==> src/rtl/mau_pkg.sv <==
// Shared types and sizing helpers for the line-fill responder.
package mau_pkg;

    typedef enum logic [1:0] {
        IDLE = 2'd0,
        REQ  = 2'd1,
        WAIT = 2'd2,
        ACK  = 2'd3
    } mau_state_e;

    function automatic int unsigned mau_beats(input int unsigned line_w, input int unsigned mem_w);
        return line_w / mem_w;
    endfunction

    function automatic int unsigned mau_beat_idx_w(input int unsigned line_w, input int unsigned mem_w);
        return $clog2(line_w / mem_w);
    endfunction

    // Number of byte-offset bits inside a unit of w bits (a word or a line).
    function automatic int unsigned mau_byte_off_w(input int unsigned w);
        return $clog2(w / 8);
    endfunction

endpackage

==> src/rtl/mau_line_buf.sv <==
// Line assembly register: one beat-wide slice written per response, cleared on reset.
module mau_line_buf
    import mau_pkg::*;
#(
    parameter int unsigned LINE_WIDTH     = 256,
    parameter int unsigned MEM_DATA_WIDTH = 32,
    localparam int unsigned BEAT_IDX_W    = mau_beat_idx_w(LINE_WIDTH, MEM_DATA_WIDTH)
) (
    input  logic                      clk,
    input  logic                      rst,
    input  logic                      wr_en,
    input  logic [BEAT_IDX_W-1:0]     wr_idx,
    input  logic [MEM_DATA_WIDTH-1:0] wr_data,
    output logic [LINE_WIDTH-1:0]     line
);

    always_ff @(posedge clk or posedge rst) begin
        if (rst) begin
            line <= '0;
        end else if (wr_en) begin
            line[wr_idx * MEM_DATA_WIDTH +: MEM_DATA_WIDTH] <= wr_data;
        end
    end

endmodule

==> src/rtl/mau_line_fill.sv <==
// L1I line-fill responder: splits a line request into word reads and returns the assembled line.
// Optional critical-word-first wrap ordering is enabled with `define MAU_CWF_EN.
module mau_line_fill
    import mau_pkg::*;
#(
    parameter int unsigned ADDR_WIDTH     = 32,
    parameter int unsigned LINE_WIDTH     = 256,
    parameter int unsigned MEM_DATA_WIDTH = 32
) (
    input  logic                      clk,
    input  logic                      rst,
    input  logic                      mau_req_val,
    input  logic [ADDR_WIDTH-1:0]     mau_req_addr,
    output logic                      mau_req_ack,
    output logic [LINE_WIDTH-1:0]     mau_ack_data,
    output logic                      mem_req_val,
    output logic [ADDR_WIDTH-1:0]     mem_req_addr,
    input  logic                      mem_req_rdy,
    input  logic                      mem_rsp_val,
    input  logic [MEM_DATA_WIDTH-1:0] mem_rsp_data
);

    localparam int unsigned BEATS      = mau_beats(LINE_WIDTH, MEM_DATA_WIDTH);
    localparam int unsigned BEAT_IDX_W = mau_beat_idx_w(LINE_WIDTH, MEM_DATA_WIDTH);
    localparam int unsigned CNT_W      = BEAT_IDX_W + 1;
    localparam int unsigned WORD_OFF_W = mau_byte_off_w(MEM_DATA_WIDTH);
    localparam int unsigned LINE_OFF_W = mau_byte_off_w(LINE_WIDTH);

    mau_state_e             state;
    logic [ADDR_WIDTH-1:0]  base;
    logic [CNT_W-1:0]       issue_cnt;
    logic [CNT_W-1:0]       rsp_cnt;

    logic [ADDR_WIDTH-1:0]  req_base;
    logic [BEAT_IDX_W-1:0]  first_beat;
    logic [BEAT_IDX_W-1:0]  next_beat;
    logic [BEAT_IDX_W-1:0]  rsp_beat;
    logic                   issue_fire;
    logic                   rsp_fire;
    logic                   last_issue;
    logic                   last_rsp;
    logic                   unused_addr_bits;

    function automatic logic [ADDR_WIDTH-1:0] beat_addr(input logic [ADDR_WIDTH-1:0] line_base,
                                                        input logic [BEAT_IDX_W-1:0] beat);
        return line_base | (ADDR_WIDTH'(beat) << WORD_OFF_W);
    endfunction

    assign req_base         = {mau_req_addr[ADDR_WIDTH-1:LINE_OFF_W], LINE_OFF_W'(0)};
    assign unused_addr_bits = ^mau_req_addr[LINE_OFF_W-1:0];

    // Beat ordering: wrapped around the requested word, or linear from beat 0.
`ifdef MAU_CWF_EN
    logic [BEAT_IDX_W-1:0] start;

    assign first_beat = mau_req_addr[LINE_OFF_W-1:WORD_OFF_W];
    assign next_beat  = BEAT_IDX_W'(start + issue_cnt[BEAT_IDX_W-1:0] + BEAT_IDX_W'(1));
    assign rsp_beat   = BEAT_IDX_W'(start + rsp_cnt[BEAT_IDX_W-1:0]);

    always_ff @(posedge clk or posedge rst) begin
        if (rst) begin
            start <= '0;
        end else if (state == IDLE && mau_req_val) begin
            start <= first_beat;
        end
    end
`else
    assign first_beat = '0;
    assign next_beat  = BEAT_IDX_W'(issue_cnt[BEAT_IDX_W-1:0] + BEAT_IDX_W'(1));
    assign rsp_beat   = rsp_cnt[BEAT_IDX_W-1:0];
`endif

    // Responses only count while a fill is in flight and never outrun issued beats.
    assign issue_fire = (state == REQ) && mem_req_val && mem_req_rdy;
    assign rsp_fire   = mem_rsp_val && (state == REQ || state == WAIT) && (rsp_cnt < issue_cnt);
    assign last_issue = issue_fire && (issue_cnt == CNT_W'(BEATS - 1));
    assign last_rsp   = rsp_fire && (rsp_cnt == CNT_W'(BEATS - 1));

    always_ff @(posedge clk or posedge rst) begin
        if (rst) begin
            state        <= IDLE;
            base         <= '0;
            issue_cnt    <= '0;
            rsp_cnt      <= '0;
            mau_req_ack  <= 1'b0;
            mem_req_val  <= 1'b0;
            mem_req_addr <= '0;
        end else begin
            mau_req_ack <= 1'b0;
            if (rsp_fire) begin
                rsp_cnt <= rsp_cnt + CNT_W'(1);
            end
            case (state)
                IDLE: begin
                    if (mau_req_val) begin
                        base         <= req_base;
                        issue_cnt    <= '0;
                        rsp_cnt      <= '0;
                        mem_req_val  <= 1'b1;
                        mem_req_addr <= beat_addr(req_base, first_beat);
                        state        <= REQ;
                    end
                end
                REQ: begin
                    // Address only advances on acceptance, so it holds through backpressure.
                    if (issue_fire) begin
                        issue_cnt <= issue_cnt + CNT_W'(1);
                        if (last_issue) begin
                            mem_req_val <= 1'b0;
                        end else begin
                            mem_req_addr <= beat_addr(base, next_beat);
                        end
                    end
                    if (last_rsp) begin
                        mau_req_ack <= 1'b1;
                        state       <= ACK;
                    end else if (last_issue) begin
                        state <= WAIT;
                    end
                end
                WAIT: begin
                    if (last_rsp) begin
                        mau_req_ack <= 1'b1;
                        state       <= ACK;
                    end
                end
                ACK: begin
                    state <= IDLE;
                end
                default: begin
                    state <= IDLE;
                end
            endcase
        end
    end

    mau_line_buf #(
        .LINE_WIDTH     (LINE_WIDTH),
        .MEM_DATA_WIDTH (MEM_DATA_WIDTH)
    ) u_line_buf (
        .clk     (clk),
        .rst     (rst),
        .wr_en   (rsp_fire),
        .wr_idx  (rsp_beat),
        .wr_data (mem_rsp_data),
        .line    (mau_ack_data)
    );

endmodule

==> config.mk <==
export PLATFORM = sky130hd
export DESIGN_NAME = mau_line_fill
export DESIGN_NICKNAME = d
export VERILOG_FILES = /design/src/rtl/mau_pkg.sv /design/src/rtl/mau_line_buf.sv /design/src/rtl/mau_line_fill.sv
export SDC_FILE = /design/constraint.sdc
export NUM_CORES = 1
export LEC_CHECK = 0
export ABC_CLOCK_PERIOD_IN_PS = 31900
export BUFFER_PORTS_ARGS = -buffer_cell sky130_fd_sc_hd__buf_4
export CAP_MARGIN = 40
export CORE_UTILIZATION = 39
export CTS_CLUSTER_DIAMETER = 50
export DETAILED_ROUTE_END_ITERATION = 8
export PLACE_DENSITY = 0.7
export SLEW_MARGIN = 20
export SYNTH_ARGS = -nofsm -noshare
export SYNTH_HDL_FRONTEND = slang
export SYNTH_SLANG_ARGS = --single-unit
==> constraint.sdc <==
create_clock -name clk -period 31.9 [get_ports clk]
set_input_delay 6.38 -clock clk [delete_from_list [all_inputs] [get_ports clk]]
set_output_delay 6.38 -clock clk [all_outputs]
set_load 0.02 [all_outputs]
==> summary.md <==
| Metric | Value |
|---|---|
| Starting density of the core | `39.5%` |
| Setup skew after layout | `between 15 and 20 ps` |
| Post-Place Setup Slack | `23450 ps` |
| Count of buffers from port buffering | `~350` |
| Crit share post-route | `between 20 and 25%` |
| Slew Limit Headroom | `around 48%` |
| Peak fanout along the critical path | `32` |
| Pin count of the biggest net entering global routing | `74` |
| Post-route antenna net violation count | `0` |
| Floorplan die area | `about 35000 um2` |
| Areal power density over the cells | `49.5 nW/um2` |
| CTS tree | `built` |
| Antenna cells | `0` |
| Yosys synthesis warning count | `0` |
| Sequential cell area | `between 8000 and 9000 um2` |
| Via count of the first global-routing pass | `around 9400` |
| Total routed wirelength | `around 36000 um` |
| Via total after detailed routing | `9536` |
| Register clock-pin slew on the reported worst setup and hold paths | `~60 ps` |
| Sequential Power Share | `between 40 and 50%` |
| Net count of the finished layout | `roughly 1500` |
| Post-detail-place hpwl | `25300 um` |
| Total setup buffers inserted after CTS | `0` |
| H-tree depth | `2` |
| Comb pwr share | `under 10%` |
| Highest-count cells in the layout ignoring fill and taps | `sky130_fd_sc_hd__buf_4 (367), sky130_fd_sc_hd__dfrtp_1 (324), sky130_fd_sc_hd__nand2_1 (278)` |
| First drt pass iteration count | `4` |
| Most instantiated flip-flop cell in the synthesis netlist | `sky130_fd_sc_hd__dfrtp_1` |
| Critical path launch point | `mem_rsp_val` |
| Share of cells above drive strength 1 | `roughly two fifths` |
| Leading cell type in the layout, fill and taps excluded | `sky130_fd_sc_hd__buf_4` |
| Gpl congestion | `slightly above 0.8` |
| Switching share of total power | `21.4%` |
| I/O pin total | `359` |
| RSZ-0062 raised after global routing | `false` |
| Critical Path RT | `~32000 ps` |
| Synth Cell Area | `approximately 13000 um2` |
| Internal Dissipation | `0.000688 W` |
| Total global routing track utilization | `about 21%` |
| Total Negative Setup Slacks | `0 ps` |
| Synthesized instance count | `approximately 1100` |
| Initial DRC count | `approximately 470` |
| Worst Hold Class | `reg -> reg` |
| Buffer type at the clock tree root | `sky130_fd_sc_hd__clkbuf_16` |
| Clock period minus worst slack | `between 7000 and 8000 ps` |
| Max-slew violation count | `0` |
| Share of total power in the clock network | `between 50 and 60%` |
| Net switching power figure | `approximately 0.00019 W` |
| Util after Layout | `a little over half` |
| Number of synthesized flops with an enable pin | `0` |
| Filler Cells Inserted | `between 2000 and 3000` |
| Share of flip-flops with an asynchronous set or reset | `100%` |
| Post-synthesis sequential element count | `between 300 and 400` |
| Final hold viol count | `0` |
| Area of the core | `~33000 um2` |
| Data arrival at the endpoint of the critical path | `8340 ps` |
| Worst Slack Setup Final | `roughly 24000 ps` |
| Clock tree buffer depth | `3` |
| Number of buffers created by CTS | `40` |
| Synthesized area divided by synthesized cell count | `~12 um2` |
| Status | `complete, no violations` |
| CP Class | `in -> reg` |
| Transition time at the pin with the least slew margin | `784 ps` |
| Count of endpoints failing setup in the final report | `0` |
| Biggest area consumer among synthesized cells | `sky130_fd_sc_hd__dfrtp_1` |
| Final routed wire length divided by cell count | `18.7 um` |
| Clock latency of the later-clocked register in the worst-skew pair | `around 520 ps` |
| Die span in x | `approximately 190 um` |
| Initial antenna violation count | `1` |
| Crit start category | `primary input` |
| Hold Path Origin | `base[18]$_DFFE_PP0P_` |
| Post-synth top area share | `between 60% and 70%` |
| CP Capture Type | `flip-flop` |
| First-pass GRT wire length | `between 50000 and 60000 um` |
| Number of rows in the core area | `67` |
| Height of the die | `between 150 and 200 um` |
| Footprint of the multi-input gates | `around 4700 um2` |
| Clk sink count | `325` |
| Count of max-cap constraint violations | `0` |
| Top cells by area, synth | `sky130_fd_sc_hd__dfrtp_1 (62%), sky130_fd_sc_hd__mux2_2 (9.6%), sky130_fd_sc_hd__nand2_1 (7.9%), sky130_fd_sc_hd__o21ai_0 (3.8%), sky130_fd_sc_hd__mux2_4 (3.4%)` |
| Post-cts sizing count | `0` |
| Launching point of the worst reg2reg path | `rsp_cnt[0]$_DFF_PP0_` |
| Maximum resistive drop on vdd | `between 0.00003 and 0.00004 V` |
| GR Overflow Total | `0` |
| Hold_buf cts | `0` |
| F_max | `0.126 GHz` |
| Portion of the post-synthesis area used by sequential elements | `61.5%` |
| Remaining design rule violation count | `0` |
| Number of vias per cell after detailed routing | `between 4 and 5` |
| Post-synthesis cell type count | `44` |
| Synthesis-to-layout area growth | `33.8%` |
| Total leakage power | `9.31 nW` |
-- final cells by class --
cell class / count / share of cell area [%]
repair buffers: 374 / 16.5
clock inverters: 16 / 1.08
well taps: 448 / 3.17
multi-input cells: 709 / 26.8
inverters: 12 / 0.297
flip-flops and latches: 325 / 46.0
clock buffers: 53 / 6.22
-- Yosys cell counts, types with 2 or more instances --
library cell,n
sky130_fd_sc_hd__nor2_1,8
sky130_fd_sc_hd__nand3b_1,2
sky130_fd_sc_hd__inv_1,12
sky130_fd_sc_hd__dfrtp_1,325
sky130_fd_sc_hd__mux2_2,113
sky130_fd_sc_hd__nand2b_1,3
sky130_fd_sc_hd__buf_6,5
sky130_fd_sc_hd__a21o_1,2
sky130_fd_sc_hd__buf_4,2
sky130_fd_sc_hd__mux2i_1,29
sky130_fd_sc_hd__mux2_1,2
sky130_fd_sc_hd__buf_1,2
sky130_fd_sc_hd__nand2_1,278
sky130_fd_sc_hd__and2_1,34
sky130_fd_sc_hd__ha_1,10
sky130_fd_sc_hd__buf_2,12
sky130_fd_sc_hd__and3_1,6
sky130_fd_sc_hd__nor3_1,4
sky130_fd_sc_hd__or4_1,2
sky130_fd_sc_hd__clkbuf_1,52
sky130_fd_sc_hd__a21oi_1,4
sky130_fd_sc_hd__nand4_1,2
sky130_fd_sc_hd__nand3_1,8
sky130_fd_sc_hd__xnor2_1,3
sky130_fd_sc_hd__o21ai_0,101
sky130_fd_sc_hd__or3_1,2
sky130_fd_sc_hd__o31ai_1,49
sky130_fd_sc_hd__mux2_4,30
-- power by group through the flow --
stage / combinational [W] / sequential, W / clock, W
global route: 0.0000244 / 0.000412 / 0.000468
detailed placement: 0.0000223 / 0.000420 / 0
finish: 0.0000216 / 0.000412 / 0.000441
global placement: 0.0000210 / 0.000420 / 0
CTS: 0.0000224 / 0.000412 / 0.000451
floorplan: 0.00000880 / 0.000420 / 0
-- worst max-delay path, stage by stage --
cell,delay (ps)
sky130_fd_sc_hd__buf_4,80
sky130_fd_sc_hd__nand2_1,70
sky130_fd_sc_hd__nor3_2,350
sky130_fd_sc_hd__nand2_4,120
sky130_fd_sc_hd__or4_4,870
sky130_fd_sc_hd__mux2_4,420
-- kinds of logic after synthesis --
| group | Yosys count | synth area share, % |
|---|---|---|
| AND/OR/NAND/NOR | 357 | 11.6 |
| adder cells (fa/ha/maj) | 10 | 0.946 |
| multiplexers | 174 | 15.4 |
| buffers and inverters | 85 | 2.87 |
| AO/OA/AOI/OAI | 162 | 7.38 |
| flip-flops | 325 | 61.5 |
| XOR/XNOR | 4 | 0.265 |
| other | 1 | 0.0284 |
-- per-stage QoR --
stage                     hold WS, ps  total power (W)  instances  instance area [um2]
final                             473         0.000875       1937                17700
after global routing              499         0.000905       1937                17700
after CTS                         476         0.000885       1937                17700
after detailed placement          462         0.000442       1868                16400
after global placement            459         0.000441       1860                16200
after floorplan                   445         0.000429       1119                13200
-- final timing paths --
| check | endpoint | slack [ps] | cells past startpoint |
|---|---|---|---|
| worst max-delay path | u_line_buf.line[213]$_DFFE_PP0P_ | 23950 | 6 |
| worst min register to register | base[18]$_DFFE_PP0P_ | 470 | 2 |
| min in group asynchronous | u_line_buf.line[252]$_DFFE_PP0P_ | 5900 | 2 |
| worst max register to register | u_line_buf.line[109]$_DFFE_PP0P_ | 28290 | 7 |
| worst min-delay path | base[18]$_DFFE_PP0P_ | 470 | 2 |
| max in group asynchronous | u_line_buf.line[112]$_DFFE_PP0P_ | 24870 | 3 |
-- state kept, by name (all words and copies together) (netlist names) --
signal           count
u_line_buf.line    256
mem_req_addr        30
base                27
issue_cnt            4
rsp_cnt              4
state                2
mau_req_ack          1
mem_req_val          1
-- metal layers --
metal	up-vias	part of all wire, %	GRT usage [%]
met5	-	0	0
met4	0	2.9	7.61
met3	67	6.2	4.34
met2	294	49	34.3
met1	4682	42	26.5
li1	4493	-	-
No activity file was read; power rests on OpenSTA's default activity.
